[src/rtl/fetcher_pkg.sv]
// fetcher_pkg: shared types, opcodes, FSM encodings and immediate/counter helpers for the fetch stage.
package fetcher_pkg;
    typedef logic [31:0] INS_TYPE;
    typedef logic [31:0] DATA_TYPE;
    localparam int OPCODE_RANGE = 7;
    localparam logic [OPCODE_RANGE-1:0] OPCODE_JAL    = 7'b1101111;
    localparam logic [OPCODE_RANGE-1:0] OPCODE_BRANCH = 7'b1100011;
    localparam DATA_TYPE ZERO_WORD = 32'h0;
    localparam logic TRUE  = 1'b1;
    localparam logic FALSE = 1'b0;
    localparam logic [1:0] FETCH_IDLE = 2'd0;
    localparam logic [1:0] FETCH_WAIT = 2'd1;
    localparam logic [1:0] FETCH_HOLD = 2'd2;
    localparam logic [1:0] FETCH_DROP = 2'd3;

    function automatic DATA_TYPE imm_j(input INS_TYPE i);
        return {{12{i[31]}}, i[19:12], i[20], i[30:21], 1'b0};
    endfunction

    function automatic DATA_TYPE imm_b(input INS_TYPE i);
        return {{20{i[31]}}, i[7], i[30:25], i[11:8], 1'b0};
    endfunction

    function automatic logic [1:0] ctr_next(input logic [1:0] c, input logic t);
        return t ? (c == 2'b11 ? c : c + 2'b01) : (c == 2'b00 ? c : c - 2'b01);
    endfunction
endpackage

[src/rtl/fetcher_branch_predictor.sv]
// branch_predictor: table of 2-bit saturating counters indexed by pc[IDX_W+1:2];
// reads are combinational so a same-cycle update is seen only from the next cycle.
module branch_predictor
    import fetcher_pkg::*;
#(
    parameter int ENTRIES = 256,
    parameter int IDX_W   = 8
) (
    input  logic     clk,
    input  logic     rst,
    input  logic     rdy_i,
    input  DATA_TYPE pc_i,
    output logic     predict_taken_o,
    input  logic     commit_i,
    input  DATA_TYPE commit_pc_i,
    input  logic     commit_taken_i
);
    logic [1:0] bht_q [ENTRIES];
    logic [IDX_W-1:0] rd_idx, wr_idx;
    logic unused_pc;

    assign rd_idx = pc_i[IDX_W+1:2];
    assign wr_idx = commit_pc_i[IDX_W+1:2];
    assign unused_pc = ^{pc_i[31:IDX_W+2], pc_i[1:0], commit_pc_i[31:IDX_W+2], commit_pc_i[1:0]};
    assign predict_taken_o = bht_q[rd_idx][1];

    always_ff @(posedge clk) begin
        if (rst) begin
            for (int i = 0; i < ENTRIES; i++) bht_q[i] <= 2'b01;
        end else if (rdy_i && commit_i) begin
            bht_q[wr_idx] <= ctr_next(bht_q[wr_idx], commit_taken_i);
        end
    end
endmodule

[src/rtl/fetcher.sv]
// fetcher: instruction fetch FSM with hold buffer, flush redirect and next-PC prediction.
// Build option FETCHER_BHT_EN enables the branch history table; otherwise branches predict not-taken.
module fetcher
    import fetcher_pkg::*;
#(
    parameter int BHT_ENTRIES = 256,
    parameter int BHT_IDX_W   = 8
) (
    input  logic     clk,
    input  logic     rst,
    input  logic     rdy,
    output logic     out_mem_req,
    output DATA_TYPE out_mem_pc,
    input  logic     in_mem_valid,
    input  INS_TYPE  in_mem_inst,
    output logic     out_dcd_valid,
    output INS_TYPE  out_dcd_inst,
    output DATA_TYPE out_dcd_pc,
    output logic     out_dcd_jump_flag,
    input  logic     in_rob_full,
    input  logic     in_rs_full,
    input  logic     in_lsb_full,
    input  logic     in_rob_mispredict,
    input  DATA_TYPE in_rob_newpc,
    input  logic     in_rob_br_commit,
    input  DATA_TYPE in_rob_br_pc,
    input  logic     in_rob_br_taken
);
    logic [1:0] state_q, state_d;
    DATA_TYPE pc_q, pc_d, mem_pc_q, mem_pc_d, dcd_pc_q, dcd_pc_d, next_pc;
    INS_TYPE hold_q, hold_d, dcd_inst_q, dcd_inst_d, inst;
    logic mem_req_q, mem_req_d, dcd_valid_q, dcd_valid_d, dcd_jump_q, dcd_jump_d;
    logic stall, issue, is_jal, is_br, pred_taken, take;

`ifdef FETCHER_BHT_EN
    branch_predictor #(.ENTRIES(BHT_ENTRIES), .IDX_W(BHT_IDX_W)) u_bp (
        .clk            (clk),
        .rst            (rst),
        .rdy_i          (rdy),
        .pc_i           (pc_q),
        .predict_taken_o(pred_taken),
        .commit_i       (in_rob_br_commit),
        .commit_pc_i    (in_rob_br_pc),
        .commit_taken_i (in_rob_br_taken)
    );
`else
    logic unused_br;
    assign unused_br = ^{in_rob_br_commit, in_rob_br_pc, in_rob_br_taken, BHT_ENTRIES[0], BHT_IDX_W[0]};
    assign pred_taken = FALSE;
`endif

    assign stall = in_rob_full | in_rs_full | in_lsb_full;
    assign inst = state_q == FETCH_HOLD ? hold_q : in_mem_inst;
    assign issue = !in_rob_mispredict && !stall &&
                   (state_q == FETCH_HOLD || (state_q == FETCH_WAIT && in_mem_valid));
    assign is_jal = inst[OPCODE_RANGE-1:0] == OPCODE_JAL;
    assign is_br = inst[OPCODE_RANGE-1:0] == OPCODE_BRANCH;
    assign take = is_jal | (is_br & pred_taken);
    assign next_pc = pc_q + (is_jal ? imm_j(inst) : take ? imm_b(inst) : 32'd4);

    always_comb begin
        state_d = state_q;
        pc_d = pc_q;
        hold_d = hold_q;
        mem_req_d = mem_req_q;
        mem_pc_d = mem_pc_q;
        dcd_valid_d = issue;
        dcd_inst_d = issue ? inst : ZERO_WORD;
        dcd_pc_d = issue ? pc_q : dcd_pc_q;
        dcd_jump_d = issue ? take : FALSE;
        if (in_rob_mispredict) begin
            // an outstanding request must still be drained unless its word arrives now
            pc_d = in_rob_newpc;
            hold_d = ZERO_WORD;
            mem_req_d = (state_q == FETCH_WAIT || state_q == FETCH_DROP) && !in_mem_valid;
            state_d = mem_req_d ? FETCH_DROP : FETCH_IDLE;
        end else begin
            case (state_q)
                FETCH_IDLE: begin
                    mem_req_d = TRUE;
                    mem_pc_d = pc_q;
                    state_d = FETCH_WAIT;
                end
                FETCH_WAIT: if (in_mem_valid) begin
                    mem_req_d = FALSE;
                    hold_d = stall ? in_mem_inst : hold_q;
                    state_d = stall ? FETCH_HOLD : FETCH_IDLE;
                end
                FETCH_HOLD: state_d = stall ? FETCH_HOLD : FETCH_IDLE;
                default: if (in_mem_valid) begin
                    mem_req_d = FALSE;
                    state_d = FETCH_IDLE;
                end
            endcase
            pc_d = issue ? next_pc : pc_q;
        end
    end

    always_ff @(posedge clk) begin
        if (rst) begin
            state_q <= FETCH_IDLE;
            pc_q <= ZERO_WORD;
            hold_q <= ZERO_WORD;
            mem_req_q <= FALSE;
            mem_pc_q <= ZERO_WORD;
            dcd_valid_q <= FALSE;
            dcd_inst_q <= ZERO_WORD;
            dcd_pc_q <= ZERO_WORD;
            dcd_jump_q <= FALSE;
        end else if (rdy) begin
            state_q <= state_d;
            pc_q <= pc_d;
            hold_q <= hold_d;
            mem_req_q <= mem_req_d;
            mem_pc_q <= mem_pc_d;
            dcd_valid_q <= dcd_valid_d;
            dcd_inst_q <= dcd_inst_d;
            dcd_pc_q <= dcd_pc_d;
            dcd_jump_q <= dcd_jump_d;
        end
    end

    assign out_mem_req = mem_req_q;
    assign out_mem_pc = mem_pc_q;
    assign out_dcd_valid = dcd_valid_q;
    assign out_dcd_inst = dcd_inst_q;
    assign out_dcd_pc = dcd_pc_q;
    assign out_dcd_jump_flag = dcd_jump_q;
endmodule
[config.mk]
export PLATFORM = sky130hd
export DESIGN_NAME = fetcher
export DESIGN_NICKNAME = d
export VERILOG_FILES = /design/src/rtl/fetcher_pkg.sv /design/src/rtl/fetcher_branch_predictor.sv /design/src/rtl/fetcher.sv
export SDC_FILE = /design/constraint.sdc
export NUM_CORES = 1
export LEC_CHECK = 0
export ABC_AREA = 1
export BUFFER_PORTS_ARGS = -buffer_cell sky130_fd_sc_hd__buf_4
export CORE_UTILIZATION = 58
export DETAILED_ROUTE_END_ITERATION = 10
export GPL_TIMING_DRIVEN = 0
export PLACE_DENSITY = 0.81
export SKIP_LAST_GASP = 1
export SYNTH_ARGS = -nofsm -noshare
export SYNTH_HDL_FRONTEND = slang
export SYNTH_SLANG_ARGS = --single-unit
[constraint.sdc]
create_clock -name clk -period 9 [get_ports clk]
set_input_delay 1.8 -clock clk [delete_from_list [all_inputs] [get_ports clk]]
set_output_delay 1.8 -clock clk [all_outputs]
set_load 0.005 [all_outputs]
### Yosys cells after proc, flatten, opt, wreduce, memory -nomap -nowiden

Cells that the tools add are included.

* output and inout bits: 99
* flip-flop bits (word level): 165
* word-level logic and storage cells: 60

* mux-type cells: 19
* bitwise logic cells: 3
* equal/unequal tests: 6
* reduce and logical (&&, ||, !) cells: 22
* add/subtract/negate cells: 1

Operators with widths (number)
* 32-bit two-way mux: 9
* 32-bit adder: 1
* 2-bit two-way mux: 5
* 3-bit AND reduction: 3
* 2-bit nonzero test: 4
* 7-bit equality test (second input constant): 1
* 2-bit one-hot mux with 3 select lines: 1
* 2-bit equality test (second input constant): 2
* 1-bit logical AND: 4
* 2-bit AND reduction: 2
* 4-bit AND reduction: 1
* 4-bit nonzero test: 1
* 1-bit zero test: 3
* 1-bit two-way mux: 3
* 3-bit != test (second input constant): 1
* 3-bit nonzero test: 1
* 2-bit by 1-bit equality test with 1-bit output (second input constant): 1
* 2-bit zero test: 1
* 1-bit logical OR: 2
* 2-bit != test (second input constant): 1
* 1-bit OR: 2
* 1-bit one-hot mux with 2 select lines: 1
* 1-bit inverter: 1

### Depth between registers and ports, before layout

* depth in word-level cells: 7
* depth in mapped cells: 27
* mapped depth without buffers: 25

### Worst setup path before layout

OpenSTA, ideal clock, no wires.

* path type: input to register
* from: input in_mem_inst[5]
* to: register pc_q[25]
* arrival: 4222 ps
* slack: 4642 ps
* stages: 21
* setup time: 137 ps
* data required time: 8863 ps
* buffers on the path: 1
* path through: nand2_1 -> nand2_1 -> nand2_1 -> nor2_8 -> buf_4 -> nand4_1 -> fa_1 -> nand2_1 -> nand2_1 -> o21ai_0 -> o21ai_0 -> a21oi_1 -> o21ai_0 -> nand2_1 -> nand2_1 -> nand2_1 -> nand2_1 -> nand2_1 -> nand3_1 -> nand2_1 -> a21oi_1

* longest elaborated chain between the ends: 6

RTL lines
* start: declaration: line fetcher.sv:15 `input INS_TYPE in_mem_inst,`
* 32-bit two-way mux: line fetcher.sv:53 `assign inst = state_q == FETCH_HOLD ? hold_q : in_mem_inst;`
* 7-bit equality test: line fetcher.sv:56 `assign is_jal = inst[OPCODE_RANGE-1:0] == OPCODE_JAL;`
* 32-bit two-way mux: line fetcher.sv:59 `assign next_pc = pc_q + (is_jal ? imm_j(inst) : take ? imm_b(inst) : 32'd4);`
* 32-bit adder: line fetcher.sv:59
* 32-bit two-way mux: line fetcher.sv:95 `pc_d = issue ? next_pc : pc_q;`
* 32-bit two-way mux: line fetcher.sv:71 `if (in_rob_mispredict) begin`
* end signal: assignment: line fetcher.sv:112 `pc_q <= pc_d;`
* end: declaration: line fetcher.sv:30 `DATA_TYPE pc_q, pc_d, mem_pc_q, mem_pc_d, dcd_pc_q, dcd_pc_d, next_pc;`

Every way passes these cells. The select of a mux whose other input is x is not followed.
A chain may end at the register's enable or synchronous reset.

### Final worst setup path

Same ends and word-level chain as after synthesis.

==> results.md <==
* Hold_buf cts at 0
* GRT Util Overall at 33.96%
* Dpl cells at 1611
* Top_reg_cell synth: dfxtp_1
* Register area share after synthesis at 38.43%
* DR vias/cell at 5.574
* Slew Viols, Final at 0
* CP startpoint kind: input pin
* Post-cts sizing count at 0
* Tightest Pin Transition at 0.7165 ns
* EDFF count, synth at 0
* DIE AREA at 0.01531 mm2
* Vias at 9152
* Nets at 1576
* Gate Count Post-Synth at 1257
* DRT antenna net count at 0
* Critical Path Max Stage Delay at 0.38 ns
* Post-synthesis register bit count at 165
* Rows at 44
* CTS root buf: clkbuf_16
* Worst path slowest cell: o21ai_0
* Port buffer count at 170
* Synthesized area per cell at 6.838 um2
* Synth async-reset ratio at 0%
* Fin crit period at 4.751 ns
* CP arrival at 5.03 ns
* Pleak at 4.763 nW
* Grt total ovfl at 0
* Die Wd at 123.7 um
* Cts bufs inserted at 17
* TritonCTS Sinks at 165
* Fin crit share at 52.79%
* Hold EP: out_mem_pc[25]
* Crit path required time at 9.28 ns
* Cell mode on critical path: nand2_1
* Initial antenna violation count at 0
* Worst hold margin at 0.4435 ns
* Critical path capture point type: flop
* Final Hold Fails at 0
* Highest clock rate at 0.2105 GHz
* Synth unique cells at 49
* Final RePlAce weighted congestion at 0.9098
* Max-slew headroom at 51.73%
* Max clock buf depth at 2
* Worst VDD drop at 0.1273 mV
* Layout cell share with drive strength beyond 1 at 16.80%
* DRC violations left at 0
* Final Non-Filler Cells at 1642
* PwrDens at 167.0 mW/mm2
* Clk_skew at 0.008547 ns
* Mapped Nets at 1387
* Run status: finished clean
* FF-to-FF Start: state_q[0]
* Syn Std Cell Area at 0.008596 mm2
* Area growth syn-to-layout at 24.80%
* Worst-path clk slew at 0.06 ns
* Reg2reg end: pc_q[25]
* Pre-CTS setup slack at 3.872 ns
* Total Power at 1.792 mW
* H-tree Lvls at 4
* DR iter-0 viols at 710
* Worst path cell trace: buf_4 > nand2_1 > nand2_1 > nand2_1 > nor2_8 > nand2_4 > nor2_1 > ha_1 > fa_1 > nand2_1 > nand2_1 > o21ai_0 > o21ai_0 > a21oi_1 > o21ai_0 > nand2_1 > nand2_1 > nand2_1 > nand3_1 > nand3_1 > nand2_1 > a21oi_1
* Cells on Worst Hold Path at 2
* Final setup fails at 0
* Max cap viols at 0
* TritonCTS clock tree: done
* Router iterations before antenna repair at 7
* Pin count of the biggest net entering global routing at 17
* Routed len/inst at 15.73 um
* Ys Warns at 0
* RSZ-0062 raised after global routing: no
* I/O Pins at 205
* Number of global-route vias before repair at 7940
* Hold WC Path Type: reg -> reg
* Final setup margin at 4.249 ns
* Later-pin clock latency in the skew report at 0.43 ns
* R2R cell count at 24
* Setup Fix Bufs, Post-CTS at 0
* CP Class: in -> reg
* Starting Density at 59.37%
* Routed wire length at 25820 um
* Worst R2R Setup Slack at 4.61 ns
* Setup TNS at 0 ns
* Final HPWL DP at 19510 um
* First-pass GRT wire length at 39990 um
* Hold_sp: out_mem_pc[25]
* Core footprint at 0.01448 mm2
* # diodes at 0
* Critical path fanouts, max at 10
* Die extent in y at 123.7 um
-- Yosys cell counts, drive strengths merged, types with 10 or more instances --
cell type	number	area, um2
ha	23	287.8
clkbuf	69	259.0
nand4	16	100.1
nand3	63	337.8
a21oi	178	905.9
nand2	293	1162
o21ai	137	700.7
buf	10	86.33
xor2	14	122.6
nor2	119	499.2
inv	121	459.2
dfxtp	165	3303
-- through the flow --
| step | cell area (um2) | util, % |
|---|---|---|
| after floorplan | 8596 | - |
| after global placement | 10100 | 69.77 |
| after detailed placement | 10100 | 69.77 |
| after CTS | 10730 | 74.09 |
| after global routing | 10730 | 74.09 |
| final | 10730 | 74.09 |
-- area by class of cell --
cell class              instances  area (um2)
inverters                     123       466.7
fillers                      1206        3751
plain buffers                  79       345.3
well taps                     184       230.2
multi-input cells             890        4481
flip-flops and latches        165        3303
repair buffers                170        1276
clock buffers                  22       484.2
clock inverters                 9       141.4
-- logic make-up (layout without fill, tap and decap cells) --
kind of cell | after synthesis | count (layout) | synth area share [%]
adders and majority gates | 24 | 24 | 3.581
and+or+nand+nor | 502 | 502 | 25.18
AOI/OAI and AO/OA | 345 | 345 | 21.43
DFF | 165 | 165 | 38.43
buffers and inverters | 202 | 403 | 9.447
xor gates and xnor gates | 19 | 19 | 1.936
-- worst max-delay path: cells and delay by family --
kind            cells  cell delay [ns]
fa+ha+maj           2             0.52
compound gates      5             1.12
simple gates       14             1.48
buf+inv             1             0.10
-- power breakdown --
part           internal (mW)  leakage [nW]  switching (mW)
combinational         0.0900          3.12           0.145
clock                  0.469         0.304           0.309
sequential             0.759          1.34          0.0213
total                   1.32          4.76           0.475
-- metal layers --
layer | vias to the layer above | routed length [um] | track usage [%]
met4 | 0 | 477 | 10.47
met3 | 42 | 2354 | 5.861
met1 | 4191 | 11340 | 45.92
li1 | 4501 | - | -
met2 | 418 | 11660 | 55.00
met5 | - | 0 | 0
-- worst max path at each step --
stage / from / endpoint / slack [ns]
2_1_floorplan: in_mem_inst[5] / pc_q[25] / 4.64
3_3_place_gp: in_mem_inst[4] / pc_q[25] / 3.87
3_5_place_dp: in_mem_inst[5] / pc_q[25] / 3.87
4_1_cts: in_mem_inst[5] / pc_q[25] / 4.27
5_1_grt: in_mem_inst[5] / pc_q[25] / 3.98
6_report: in_mem_inst[5] / pc_q[25] / 4.25
-- registers in the layout, summed over array words and instances, names as in the netlist --
signal / flops
hold_q: 32
out_dcd_inst: 32
out_dcd_jump_flag: 1
out_dcd_pc: 32
out_dcd_valid: 1
out_mem_pc: 32
out_mem_req: 1
pc_q: 32
state_q: 2
-- placed cells by master, fill, tap and decap left out, types with 4 or more instances in the layout --
cell type | netlist | layout
nand2_4 | 6 | 6
a21oi_1 | 174 | 174
buf_4 | 2 | 172
xor2_1 | 14 | 14
o41ai_1 | 8 | 8
inv_1 | 115 | 115
dfxtp_1 | 165 | 165
nand3_1 | 60 | 60
ha_1 | 23 | 23
nor2_1 | 111 | 111
a21oi_2 | 4 | 4
nor3_1 | 5 | 5
inv_2 | 5 | 5
nand2_2 | 7 | 7
clkbuf_8 | 0 | 4
xnor2_1 | 5 | 5
o21ai_0 | 130 | 130
inv_6 | 1 | 4
nor2_2 | 5 | 5
nand2_1 | 280 | 280
clkbuf_1 | 69 | 70
nand4_1 | 16 | 16
clkbuf_16 | 0 | 17
o21ai_1 | 5 | 5
Power figures use the tool's default switching activity.
